## config.mk

```make
export PLATFORM = sky130hd
export DESIGN_NAME = gate_reduce_seq
export DESIGN_NICKNAME = d
export VERILOG_FILES = /design/src/rtl/gate_reduce_seq.sv
export SDC_FILE = /design/constraint.sdc
export NUM_CORES = 1
export LEC_CHECK = 0
export CAP_MARGIN = 20
export CORE_MARGIN = 2
export CORE_UTILIZATION = 45
export CTS_BUF_LIST = sky130_fd_sc_hd__clkbuf_8
export DETAILED_ROUTE_END_ITERATION = 7
export DONT_BUFFER_PORTS = 1
export PLACE_DENSITY_LB_ADDON = 0.2
export SKIP_CTS_REPAIR_TIMING = 1
export SYNTH_ARGS = -nofsm -noshare
export SYNTH_HDL_FRONTEND = slang
export SYNTH_SLANG_ARGS = --single-unit
```

## constraint.sdc

```tcl
create_clock -name clk -period 1.35 [get_ports clk]
set_input_delay 0.27 -clock clk [delete_from_list [all_inputs] [get_ports clk]]
set_output_delay 0.27 -clock clk [all_outputs]
set_load 0.02 [all_outputs]
```

## src/rtl/gate_reduce_seq.sv

```systemverilog
// gate_reduce_seq
//   Multi-cycle reduction of a WIDTH-bit operand to one bit with AND / OR /
//   XOR, optionally inverted (NAND / NOR / XNOR). CHUNK bits are folded per
//   clock, so a reduction takes N = ceil(WIDTH/CHUNK) fold cycles. Operands
//   and results move over valid/ready handshakes, one operation at a time.
//
// Ports
//   clk       : clock, all state changes on the rising edge
//   rst_n     : synchronous active-low reset
//   A         : operand vector (WIDTH bits)
//   OP        : 00 AND, 01 OR, 10 XOR, 11 reserved
//   INV       : invert the final result
//   IN_VALID  : operand present
//   IN_READY  : block is idle and out of reset, operand will be taken
//   S         : reduction result (held after the handshake completes)
//   ERR       : the accepted OP was the reserved encoding
//   OUT_VALID : S and ERR are valid
//   OUT_READY : consumer takes the result
module gate_reduce_seq #(
  parameter int WIDTH = 8,
  parameter int CHUNK = 2
) (
  input  logic             clk,
  input  logic             rst_n,
  input  logic [WIDTH-1:0] A,
  input  logic [1:0]       OP,
  input  logic             INV,
  input  logic             IN_VALID,
  output logic             IN_READY,
  output logic             S,
  output logic             ERR,
  output logic             OUT_VALID,
  input  logic             OUT_READY
);

  localparam int N     = (WIDTH + CHUNK - 1) / CHUNK;
  localparam int PAD_W = N * CHUNK;
  localparam int CNT_W = (N > 1) ? $clog2(N) : 1;

  localparam logic [1:0] OP_AND = 2'b00;
  localparam logic [1:0] OP_OR  = 2'b01;
  localparam logic [1:0] OP_RSV = 2'b11;

  typedef enum logic [1:0] {IDLE, RUN, DONE} state_t;

  state_t             state;
  logic [PAD_W-1:0]   a_pad;
  logic [PAD_W-1:0]   a_reg;
  logic [1:0]         op_reg;
  logic               inv_reg;
  logic               acc;
  logic               acc_next;
  logic [CNT_W-1:0]   cnt;
  logic               last;

  // Neutral element of the operation: 1 for AND, 0 for OR and XOR.
  function automatic logic identity(input logic [1:0] op);
    return (op == OP_AND);
  endfunction

  function automatic logic fold(input logic acc_in, input logic [CHUNK-1:0] bits,
                                input logic [1:0] op);
    logic r;
    case (op)
      OP_AND:  r = acc_in & (&bits);
      OP_OR:   r = acc_in | (|bits);
      default: r = acc_in ^ (^bits);
    endcase
    return r;
  endfunction

  // The operand is widened to a whole number of chunks; the extra bits carry
  // the identity value so they cannot change the result.
  always_comb begin
    a_pad            = {PAD_W{identity(OP)}};
    a_pad[WIDTH-1:0] = A;
  end

  assign acc_next  = fold(acc, a_reg[CHUNK-1:0], op_reg);
  assign last      = (cnt == CNT_W'(N - 1));

  assign IN_READY  = rst_n && (state == IDLE);
  assign OUT_VALID = (state == DONE);

  // Operand capture and chunk shifting: the current chunk always sits in the
  // low CHUNK bits, which keeps the fold free of variable indexing.
  always_ff @(posedge clk) begin
    if (IN_READY && IN_VALID) begin
      a_reg   <= a_pad;
      op_reg  <= OP;
      inv_reg <= INV;
    end else if (state == RUN) begin
      a_reg   <= a_reg >> CHUNK;
    end
  end

  // Control, accumulator and result
  always_ff @(posedge clk) begin
    if (!rst_n) begin
      state <= IDLE;
      acc   <= 1'b0;
      cnt   <= '0;
      S     <= 1'b0;
      ERR   <= 1'b0;
    end else begin
      case (state)
        IDLE: begin
          if (IN_VALID) begin
            acc <= identity(OP);
            cnt <= '0;
            if (OP == OP_RSV) begin
              // Reserved op: no folding, report the error immediately.
              state <= DONE;
              S     <= 1'b0;
              ERR   <= 1'b1;
            end else begin
              state <= RUN;
            end
          end
        end
        RUN: begin
          acc <= acc_next;
          cnt <= cnt + 1'b1;
          if (last) begin
            state <= DONE;
            S     <= acc_next ^ inv_reg;
            ERR   <= 1'b0;
          end
        end
        DONE: begin
          if (OUT_READY) state <= IDLE;
        end
        default: state <= IDLE;
      endcase
    end
  end

endmodule

```

==> flow_summary_export.csv <==
group,metric,value,unit
detailed_routing,detail-route-antenna-nets,0,
yosys,ys_types,30,
power,power.static_leakage,0.4495,nW
sta,setup_viol,1,
sta,rsz0062_at_grt,"true",
cts,root_buffer,"clkbuf_8",
cells_and_area,final_cell_mix,"edfxtp_1, buf_4, mux2_4",
sta,tightest_slew,276.5,ps
cells_and_area,seqCellArea,473.0,sq um
critical_path,cp.arrival,1710,ps
detailed_routing,vias,577,
yosys,synth_top_area_share,38.21,%
yosys,yosys_warnings,0,
power,peakVddDrop,0.0007502,V
place,placed_area,967.2,sq um
place,gp_routability_congestion,0.6950,
cts,htree_levels,1,
sta,hold_slack,106.4,ps
outcome,outcome,"complete, but fails checks",
yosys,syn-cell-area,864.6,sq um
cells_and_area,final_area,1056,sq um
cells_and_area,final_common_cell,"edfxtp_1",
cts,clockBufferDepth,2,
critical_path,critical_path.cell_chain,"inv_1 > ha_1 > nand2b_1 > a211o_1 > a2111o_1 > o221ai_1",
detailed_routing,wl_per_cell,13.98,um
sta,hold_viol_final,0,
critical_path,critPathRequiredTime,1520,ps
floorplan,dieArea,2288,sq um
yosys,synth_cells,70,
cts,cts_made_buffers,3,
cts,cts_tree,"done",
cts,clk_pin_slew,70,ps
place,io_buffer_count,0,
flow_run,cap_viol_max_count,0,
grt,grt_pass1_vias,534,
sta,min_period_over_period,113.8,%
cts,cts.sink_count,18,
cells_and_area,multiInputGateArea,382.9,sq um
grt,track_usage,14.42,%
critical_path,max_stage_delay,370,ps
place,place_inst,103,
outcome,violations,"setup timing",
cells_and_area,final_cells,109,
cells_and_area,layout-drive-gt1-share,33.33,%
floorplan,start_util,49.01,%
floorplan,die_x,47.83,um
power,power_frac_seq,50.0,%
sta,drv_slew,0,
grt,grt_pass1_wl,2166,um
grt,grt_max_degree,11,
place,hpwl,1068,um
yosys,synth_area_leaders,"edfxtp_1, dfxtp_1, mux2_4",
power,clkPwrFrac,33.4,%
critical_path,critical_path.max_fanout,3,
power,power_density,1243,nW/um^2
cells_and_area,fillerInstances,163,
cts,clock_latency,250,ps
floorplan,core.rowCount,15,
yosys,syn-num-nets,88,
yosys,yosysTopAreaCell,"edfxtp_1",
worst_hold_path,hold_class,"input port to register",
grt,grt_overflow_total,0,
critical_path,end_kind,"register",
floorplan,die_h,47.83,um
power,internal_power,0.001019,W
critical_path,reg2reg_depth,6,
yosys,ys_seq_elements,18,
yosys,avgSynthCellArea,12.35,sq um
detailed_routing,drcViolationCount,0,
yosys,yosysSeqAreaShare,54.41,%
detailed_routing,drtIter0Drc,7,
detailed_routing,wl,1524,um
floorplan,coreArea,1764,sq um
worst_hold_path,hold-path-cell-count,0,
cells_and_area,insertedDiodeCount,0,
sta,period_minus_slack,1536,ps
detailed_routing,vias_per_cell,5.294,
critical_path,start_kind,"register",
floorplan,io_pins,19,
sta,slew_headroom,81.53,%
sta,max_freq,0.6511,GHz
power,p_sw,0.0002937,W
cells_and_area,fin_nets,103,
sta,setup_ws,-185.9,ps
sta,final.setup_skew,3.842,ps
cells_and_area,largest_register_ffs,8,
critical_path,crit_slowest_cell,"a2111o_1",
critical_path,criticalPathCategory,"register to register",
grt,antenna_found_initial,0,
cells_and_area,syn2layout_area_growth,22.14,%
power,p_comb_share,16.5,%
power,p_sw_share,22.36,%
detailed_routing,dr.pass1.iters,4,
==> through the flow <==
step                      TNS [ps]  power (W)  worst slack [ps]  utilization, %
after global placement      -119.5  0.0008610            -119.5           54.82
after global routing        -329.1   0.001354            -237.2           59.86
after floorplan             -80.33  0.0008057            -80.33               -
after CTS                   -374.8   0.001302            -190.1           57.94
final                       -185.9   0.001313            -185.9           59.86
after detailed placement    -310.9  0.0008703            -182.4           54.82
==> worst paths after layout <==
check	from	to	slack (ps)
worst max-delay path	a_reg[0]	S	-190
worst min-delay path	INV	inv_reg	110
worst max register to register	a_reg[0]	S	-190
worst min register to register	cnt[1]	cnt[1]	530
==> area by class of cell <==
| cell class | count | area share, % |
|---|---|---|
| Multi-Input combinational cell | 47 | 36.26 |
| Clock buffer | 4 | 5.213 |
| Inverter | 4 | 1.422 |
| Sequential cell | 18 | 44.79 |
| Timing Repair Buffer | 11 | 9.360 |
| Tap cell | 25 | 2.962 |
==> cells by family after synthesis <==
family / count (synthesis) / share of synthesized area [%]
AND/OR/NAND/NOR: 25 / 15.48
multiplexers: 7 / 11.58
XOR/XNOR: 1 / 1.013
adder cells (fa/ha/maj): 3 / 4.342
AO/OA/AOI/OAI: 11 / 10.13
buffers and inverters: 5 / 3.038
flip-flops: 18 / 54.41
==> Yosys cell counts <==
library cell,n
nor2_1,5
mux2_4,6
mux2i_1,1
o21a_1,1
inv_1,4
a2111o_1,1
nor3_1,2
or2_1,1
xor2_1,1
a211o_1,1
nor2b_1,2
nand4_1,1
and2_1,2
and3_1,2
buf_6,1
a22oi_1,1
nand2b_1,1
a32oi_1,1
o211ai_1,1
nand3_1,1
and2b_1,2
o221ai_1,1
and2b_4,1
ha_1,3
edfxtp_1,11
nand2_1,5
o211a_1,1
o21bai_1,1
dfxtp_1,7
a21oi_1,2
==> worst max-delay path: cells and delay by family, from the launching register on <==
kind / cells / cell delay [ps]
compound gates: 3 / 740
fa+ha+maj: 1 / 190
buf+inv: 1 / 50
flops: 1 / 340
simple gates: 1 / 140
==> power groups by stage <==
stage | Sequential [W] | Clock [W] | Combinational (W)
2_1_floorplan | 0.000667 | 0 | 0.000139
3_3_place_gp | 0.000666 | 0 | 0.000195
3_5_place_dp | 0.000668 | 0 | 0.000203
5_1_grt | 0.000662 | 0.000456 | 0.000237
6_report | 0.000657 | 0.000439 | 0.000217
4_1_cts | 0.000655 | 0.000442 | 0.000205
==> per-layer routing <==
metal  global-route usage [%]  routed length (um)
met1                    16.99                 654
met2                    23.47                 776
met3                    5.283                  62
met4                    6.486                  30
met5                        0                   0
Power figures use the tool's default switching activity.
